--- src/rtl/cpu_types_pkg.sv ---
// Shared CPU-side types: word type, instruction-cache frame address layout and FSM states.
// The layout constants below describe the default 16-frame instruction cache.
package cpu_types_pkg;

   typedef logic [31:0] word_t;

   localparam int ICACHE_SETS = 16;
   localparam int IIDX_W      = $clog2(ICACHE_SETS);
   localparam int ITAG_W      = 30 - IIDX_W;

   typedef struct packed {
      logic [ITAG_W-1:0] tag;
      logic [IIDX_W-1:0] idx;
      logic [1:0]        bytoff;
   } icachef_t;

   typedef enum logic {
      IDLE  = 1'b0,
      FETCH = 1'b1
   } icache_state_t;

   // Counters hold at all-ones instead of wrapping.
   function automatic logic [15:0] sat_inc16(input logic [15:0] v);
      logic [15:0] r;
      if (v == 16'hFFFF) begin
         r = v;
      end else begin
         r = v + 16'd1;
      end
      return r;
   endfunction

endpackage

--- src/rtl/icache.sv ---
// Direct-mapped, one-word-per-frame instruction cache with a single outstanding fill.
// Hits return data in the same cycle; misses fetch through iREN/iaddr until iwait drops.
module icache
   import cpu_types_pkg::*;
#(
   parameter int SETS = 16
) (
   input  logic        CLK,
   input  logic        nRST,
   input  logic        imemREN,
   input  logic [31:0] imemaddr,
   input  logic        iflush,
   output logic        ihit,
   output logic [31:0] imemload,
   output logic        iREN,
   output logic [31:0] iaddr,
   input  logic        iwait,
   input  logic [31:0] iload,
   output logic [15:0] hit_count,
   output logic [15:0] miss_count
);

   localparam int IDX_W = $clog2(SETS);
   localparam int TAG_W = 30 - IDX_W;

   icache_state_t     state_r;
   logic [31:0]       miss_addr_r;
   logic [SETS-1:0]   valid_r;
   logic [TAG_W-1:0]  tag_r  [SETS];
   word_t             data_r [SETS];

   logic [IDX_W-1:0]  idx_s;
   logic [TAG_W-1:0]  tag_s;
   logic [IDX_W-1:0]  miss_idx_s;
   logic [TAG_W-1:0]  miss_tag_s;
   logic              miss_s;
   logic              fill_s;
   logic              unused_bits_s;

   assign idx_s         = imemaddr[IDX_W+1:2];
   assign tag_s         = imemaddr[31:IDX_W+2];
   assign miss_idx_s    = miss_addr_r[IDX_W+1:2];
   assign miss_tag_s    = miss_addr_r[31:IDX_W+2];
   assign unused_bits_s = ^imemaddr[1:0];

   // Lookup, miss detection, fill qualification and CPU/memory-side outputs.
   always_comb begin
      ihit     = 1'b0;
      imemload = 32'h0000_0000;
      iREN     = 1'b0;
      iaddr    = 32'h0000_0000;
      miss_s   = 1'b0;
      fill_s   = 1'b0;
      case (state_r)
         IDLE: begin
            if (imemREN && !iflush && valid_r[idx_s] && (tag_r[idx_s] == tag_s)) begin
               ihit     = 1'b1;
               imemload = data_r[idx_s];
            end else begin
               miss_s = imemREN & ~iflush;
            end
         end
         FETCH: begin
            iREN   = 1'b1;
            iaddr  = miss_addr_r;
            // A flush or a dropped request abandons the fill, even if data arrives now.
            fill_s = imemREN & ~iwait & ~iflush;
         end
         default: begin
            iREN = 1'b0;
         end
      endcase
   end

   // Controller state, latched miss address, valid bits and statistics counters.
   always_ff @(posedge CLK, negedge nRST) begin
      if (!nRST) begin
         state_r     <= IDLE;
         miss_addr_r <= 32'h0000_0000;
         valid_r     <= {SETS{1'b0}};
         hit_count   <= 16'h0000;
         miss_count  <= 16'h0000;
      end else begin
         if (ihit) begin
            hit_count <= sat_inc16(hit_count);
         end
         case (state_r)
            IDLE: begin
               if (miss_s) begin
                  state_r     <= FETCH;
                  miss_addr_r <= {imemaddr[31:2], 2'b00};
                  miss_count  <= sat_inc16(miss_count);
               end
            end
            FETCH: begin
               if (iflush || !imemREN || !iwait) begin
                  state_r <= IDLE;
               end
            end
            default: begin
               state_r <= IDLE;
            end
         endcase
         if (iflush) begin
            valid_r <= {SETS{1'b0}};
         end else if (fill_s) begin
            valid_r[miss_idx_s] <= 1'b1;
         end
      end
   end

   // Tag and data arrays need no reset; the valid bits guard them.
   always_ff @(posedge CLK) begin
      if (fill_s) begin
         tag_r[miss_idx_s]  <= miss_tag_s;
         data_r[miss_idx_s] <= iload;
      end
   end

endmodule

--- config.mk ---
export PLATFORM = sky130hd
export DESIGN_NAME = icache
export DESIGN_NICKNAME = d
export VERILOG_FILES = /design/src/rtl/cpu_types_pkg.sv /design/src/rtl/icache.sv
export SDC_FILE = /design/constraint.sdc
export NUM_CORES = 1
export LEC_CHECK = 0
export CAP_MARGIN = 25
export CORE_UTILIZATION = 46
export CTS_CLUSTER_DIAMETER = 80
export DETAILED_ROUTE_END_ITERATION = 7
export PLACE_DENSITY = 0.64
export SLEW_MARGIN = 10
export SYNTH_ARGS = -nofsm -noshare
export SYNTH_HDL_FRONTEND = slang
export SYNTH_SLANG_ARGS = --single-unit
--- constraint.sdc ---
create_clock -name CLK -period 16.25 [get_ports CLK]
set_clock_uncertainty 0.1 [all_clocks]
set_input_delay 3.25 -clock CLK [delete_from_list [all_inputs] [get_ports CLK]]
set_output_delay 3.25 -clock CLK [all_outputs]
set_load 0.05 [all_outputs]
==> out/metrics.cfg <==
[clock_network]
cts_resized = 0
clkSinkCount = 1007
holdBufCountCts = 0
clk_path_buf_depth = 3
htree_levels = 3
post_cts_buffers = 0
root_buffer = clkbuf_16
cts_tree = yes
cts_buffers = 102
clock_latency_ps = 660
clkTransAtPathRegs_ps = 60

[finish]
drive_gt1_frac = 0.227
final_cell_mix = edfxtp_1 (928), mux4_2 (232), clkdlybuf4s50_1 (157)
nNetsFinal = 2218
fill_cells = 6619
fin_cells = 3380
final_common_cell = edfxtp_1
area_delta_synth_final_pct = 15.5

[grt]
grt_max_degree = 65
grtUsageTotal = 0.218
grt_pass1_wl_microns = 140000
grt_pass1_vias = 20590
grt_overflow = 0
antenna_found_initial = 7

[route]
routed_wl_microns = 95900
antenna_left = 0
drc = 0
routed_via_density = 5.95
drt_iter0_markers = 2183
via_count = 20115
drtPass1Iterations = 7
wl_per_cell_microns = 28.4

[worst_hold_path]
hold_depth = 2
worstHoldEndpoint = valid_r[11]
min_from = valid_r[11]
hp-class = reg -> reg

[floorplan]
io_pins = 167
start_util = 0.467
die_w_microns = 297
rows = 107
core_sq_um = 85700
dieHeight_microns = 297
dieArea_sq_um = 88200

[sta]
slew_headroom = 0.307
slew_viol_final = 0
finalHoldViolCount = 0
fin_crit_ps = 11930
worst_pin_slew_ps = 1040
fmax_mhz = 83.9
layout_worst_path_cycle_share = 0.734
finalSetupTns_ps = 0
rsz0062_at_grt = no
finalSetupViolCount = 0

[synth]
ys_ff_latch = 1007
async_reset_ff_frac = 0.0785
ys.flop_type = edfxtp_1
yosysSeqAreaShare = 0.746
synthCells = 1936
synth_edf_count = 928
synth_area_per_cell_sq_um = 20.7
syn_area_sq_um = 40000
ys.warnings.count = 0
synth_cell_types = 84

[pwr]
p_seq_frac = 0.532
combPwrFrac = 0.061
switching_share = 0.221
clkPwrFrac = 0.408
intPower_mw = 4.35
p_leak_nw = 15.0
power_density_nw_per_um2 = 121
netSwitchingPower_mw = 1.23
vdd_drop_max_uv = 74.2

[critical_path]
path_max_fanout = 61
critical_path_class = in -> out
reg2reg_to = miss_count[1]
endpoint_kind = output port
crit_slowest_cell = clkdlybuf4s50_1
cp-start-kind = input port
r2r_start = tag_r[10][24]
reg2reg_depth = 10
crit_path_max_incr_delay_ps = 850
critPathRequiredTime_ps = 12900
worst_ep_arrival_time_ps = 8580
r2r_setup_slack_ps = 11960
crit_chain = buf_8, buf_4, mux4_1, mux2i_1, mux2i_1, xnor2_1, or4b_1, nor4b_2, nand4_4, buf_12, inv_1, clkdlybuf4s50_1
crit_top_cell = mux2i_1

[placed_design]
place.gp.congestion = 0.884
dp.cells = 3187
post-dp-hpwl_microns = 53100
portBuffers = 162

[flow_run]
cap_violations = 0

[outcome]
status = finished clean

-- power by group through the flow --
stage	Sequential (mW)	Combinational, mW	Clock [mW]
after global routing	2.98	0.359	2.42
after floorplan	3.02	0.196	0
after global placement	3.02	0.335	0
after CTS	2.97	0.342	2.32
after detailed placement	3.02	0.340	0
final	2.97	0.338	2.28
-- synthesized netlist by cell type (all sizes together), types with 3 or more instances --
library cell | n | area (sq um)
edfxtp | 928 | 27900
mux4 | 239 | 5410
dfrtp | 79 | 1980
nor2 | 79 | 299
mux2i | 57 | 571
buf | 56 | 417
mux2 | 48 | 541
clkbuf | 41 | 155
nor2b | 41 | 257
nand2 | 35 | 131
and2 | 33 | 206
xor2 | 29 | 254
nor3 | 27 | 170
nand3 | 25 | 125
o22ai | 21 | 131
a221oi | 16 | 146
nand2b | 14 | 87.6
o21ai | 14 | 70.1
a21oi | 10 | 50.1
inv | 10 | 37.5
xnor2 | 10 | 87.6
and3 | 9 | 56.3
nand4 | 9 | 62.6
nor4 | 9 | 62.6
or2 | 9 | 56.3
a221o | 8 | 80.1
or3 | 8 | 50.1
and4 | 4 | 35.0
nand3b | 4 | 30.0
nor3b | 4 | 35.0
nor4b | 4 | 41.3
o211ai | 4 | 30.0
o221ai | 4 | 41.3
a2111oi | 3 | 32.5
a22o | 3 | 26.3
a22oi | 3 | 22.5
o32ai | 3 | 26.3
-- stage by stage --
| step | total power, mW | instance area, sq um | hold WS (ps) | worst slack [ps] | util |
|---|---|---|---|---|---|
| 2_1_floorplan | 3.21 | 40000 | 361 | 6260 | - |
| 3_3_place_gp | 3.35 | 42900 | 374 | 3680 | 0.501 |
| 3_5_place_dp | 3.37 | 43000 | 385 | 4210 | 0.501 |
| 4_1_cts | 5.63 | 46200 | 399 | 4200 | 0.539 |
| 5_1_grt | 5.75 | 46200 | 424 | 3890 | 0.539 |
| 6_report | 5.59 | 46200 | 398 | 4320 | 0.540 |
-- cell families after synthesis --
group	count (synthesis)	share of synthesized area
flip-flops	1007	0.746
AND/OR/NAND/NOR	322	0.0445
adder cells (fa/ha/maj)	2	0.000625
other	1	0.0000937
multiplexers	344	0.163
AO/OA/AOI/OAI	114	0.0223
XOR/XNOR	39	0.00854
buffers and inverters	107	0.0152
-- routing by layer --
layer | track usage | part of all wire | vias to the layer above
met1 | 0.311 | 0.42 | 10779
met3 | 0.0360 | 0.072 | 139
met5 | 0 | 0.00082 | -
li1 | - | - | 8441
met2 | 0.348 | 0.49 | 744
met4 | 0.0617 | 0.023 | 12
-- how the worst max path moves through the flow --
stage | slack, ps | end | startpoint | cells past startpoint
3_3_place_gp | 3680 | ihit | imemaddr[2] | 11
4_1_cts | 4200 | ihit | imemaddr[2] | 12
5_1_grt | 3890 | ihit | imemaddr[2] | 12
2_1_floorplan | 6260 | imemload[10] | imemaddr[3] | 13
3_5_place_dp | 4210 | ihit | imemaddr[2] | 12
6_report | 4320 | ihit | imemaddr[2] | 12
-- flip-flops by register name, indices dropped and copies added (netlist names) --
register     cells
state_r          1
data_r         512
miss_addr_r     30
tag_r          416
valid_r         16
hit_count       16
miss_count      16
-- worst max-delay path: cells and delay by family --
family                    cells  cell delay, ps
muxes                         3             880
buffers and inverters         5            2610
xor gates and xnor gates      1             450
and+or+nand+nor               3            1290
-- area by class of cell --
type	instances	area, sq um	share of cell area
clock inverters	55	517	0.0112
multi-input cells	823	9690	0.210
well taps	1144	1430	0.0310
diodes	3	7.51	0.000162
flip-flops and latches	1007	29800	0.646
inverters	10	38.8	0.000839
repair buffers	203	1960	0.0424
clock buffers	135	2740	0.0592
No activity file was read; power rests on OpenSTA's default activity.
==> RTL edit, RTL diff (same settings) <==
`SETS`: 16 -> 8.
--- a/src/rtl/icache.sv
+++ b/src/rtl/icache.sv
@@ -3,7 +3,7 @@
 module icache
    import cpu_types_pkg::*;
 #(
-   parameter int SETS = 16
+   parameter int SETS = 8
 ) (
    input  logic        CLK,
    input  logic        nRST,
Check against the original RTL: not settled (the Yosys comparison gave no result); the edit may change what the design does.
==> RTL edit against the unedited design <==
  * Sequential share of layout area shrank 2.6 points
  * Non-clock buffer count shrank 19
  * Critical path type unchanged
  * Clock power shrank 48%
  * Power shrank 46%
  * Sequential cell count shrank 464
  * Cell area shrank 44%
  * Critical path depth is the same
  * Critical endpoint is now imemload[23]
  * Routed wire length shrank 51%
  * Synthesized cell count shrank 42%
  * Worst setup slack gained 0.46 ns
  * Area after synthesis shrank 46%
  * Count of clock-buffer cells in the layout shrank 54
  * Die area shrank 46%
==> RTL edit: results (changes against the unedited design) <==
{| class="wikitable"
! Metric !! Value
|-
| Status || finished, final reports clean (unchanged)
|-
| Global-route wire length before repair || 70.0 mm (was 140 mm)
|-
| GRT Resource Usage Total || 0.199 (was 0.218)
|-
| RD Place Congestion || 0.857 (was 0.884)
|-
| Seq/Total Area, Yosys || 0.737 (was 0.746)
|-
| Maximum number of pins on one net before global-route repair || 68 (was 65)
|-
| Number of inserted filler cells in the final layout || 3,666 (was 6,619)
|-
| Startpoint of the most critical register-to-register path || tag_r[0][4] (was tag_r[10][24])
|-
| Worst Hold Endpoint || miss_count[10] (was valid_r[11])
|-
| Share of total power consumed by net switching || 0.224 (was 0.221)
|-
| Startpoint of the most critical hold path || miss_count[10] (was valid_r[11])
|-
| Worst ir drop on vdd || 0.0000713 V (was 0.0000742 V)
|-
| Initial antenna violation count || 2 (was 7)
|-
| Number of clock buffers inserted by TritonCTS || 55 (was 102)
|-
| Clock insertion delay at the later pin of the skew report || 0.59 ns (was 0.66 ns)
|-
| Initial detailed-routing violation count || 684 (was 2,183)
|-
| Static Leakage || 8.74 nW (was 15.0 nW)
|-
| Number of H-tree levels || 2 (was 3)
|-
| Largest registers || data_r (256), tag_r (216), miss_addr_r (30) (was data_r (512), tag_r (416), miss_addr_r (30))
|-
| Final cell count without fillers || 1,967 (was 3,380)
|-
| Yosys cell types || 51 (was 84)
|-
| Depth of the worst register-to-register path || 9 (was 10)
|-
| Worst relative slew slack || 0.355 (was 0.307)
|-
| Share of final-layout standard cells stronger than drive strength 1 || 0.189 (was 0.227)
|-
| Worst path arrival time || 8.12 ns (was 8.58 ns)
|-
| Post-synth EDFFs || 472 (was 928)
|-
| Post-synthesis cell count || 1,124 (was 1,936)
|-
| Reg-to-reg endpoint || miss_addr_r[21] (was miss_count[1])
|}
RTL edit: cell types whose count changed after synthesis, sizes merged, moves of 9 or more:
cell    delta
mux4     -134
edfxtp   -456
nor3      -16
o21ai     -13
clkbuf    -25
nor2b     -35
mux2i     +24
buf       -22
a221oi    -16
mux2       -9
o22ai     -20
RTL edit: per-layer routing:
metal	up-vias	track usage	share of wire	routed length (um)
met4	4	0.0602	0.017	817
li1	4858	-	-	-
met1	5770	0.269	0.43	20100
met2	262	0.331	0.50	23400
met3	55	0.0363	0.051	2360
met5	-	0	0.00049	23
RTL edit: area by class of cell:
cell class | count | area (um^2) | area share
Timing Repair Buffer | 184 | 1860 | 0.0723
Sequential cell | 543 | 16000 | 0.620
Clock inverter | 20 | 119 | 0.00462
Multi-Input combinational cell | 529 | 5480 | 0.213
Tap cell | 607 | 759 | 0.0295
Clock buffer | 81 | 1560 | 0.0605
Inverter | 3 | 11.3 | 0.000437
RTL edit: through the flow:
step,power [mW],setup WS (ns),utilization,area [um^2],hold slack [ns]
CTS,3.04,4.66,0.553,25700,0.399
global route,3.11,4.42,0.554,25700,0.411
floorplan,1.76,6.66,-,21600,0.361
global placement,1.86,4.76,0.516,24000,0.375
finish,3.01,4.78,0.554,25700,0.396
detailed placement,1.86,4.69,0.517,24000,0.389
RTL edit: how the worst max path moves through the flow:
stage | start | to | cells past startpoint
3_3_place_gp | imemaddr[3] | imemload[24] | 12
4_1_cts | imemaddr[3] | imemload[23] | 12
3_5_place_dp | imemaddr[3] | imemload[23] | 12
5_1_grt | imemaddr[3] | imemload[23] | 12
6_report | imemaddr[3] | imemload[23] | 12
2_1_floorplan | imemaddr[3] | imemload[10] | 10
RTL edit: logic make-up (layout without fill, tap and decap cells):
kind of cell / count (synthesis) / count (layout) / share of synthesized area
muxes: 225 / 225 / 0.167
DFF: 543 / 543 / 0.737
and+or+nand+nor: 228 / 228 / 0.0550
AOI/OAI and AO/OA: 29 / 29 / 0.00978
adders and majority gates: 2 / 2 / 0.00116
buffers and inverters: 53 / 288 / 0.0117
xor gates and xnor gates: 43 / 43 / 0.0174
other: 1 / 2 / 0.000173
RTL edit: power groups by stage:
stage / clock, mW / sequential (mW) / combinational, mW
2_1_floorplan: 0 / 1.64 / 0.119
3_5_place_dp: 0 / 1.64 / 0.227
6_report: 1.18 / 1.61 / 0.225
3_3_place_gp: 0 / 1.63 / 0.225
4_1_cts: 1.21 / 1.61 / 0.228
5_1_grt: 1.26 / 1.61 / 0.240
RTL edit: worst max-delay path, stage by stage:
cell             delay (ns)
buf_4                  0.33
buf_4                  0.74
buf_4                  0.64
mux4_2                 0.57
mux2i_1                0.19
xor2_1                 0.19
o2111ai_1              0.13
nor4_1                 0.42
nand4_1                0.14
buf_4                  0.34
nor2_1                 0.21
clkdlybuf4s50_1        0.84
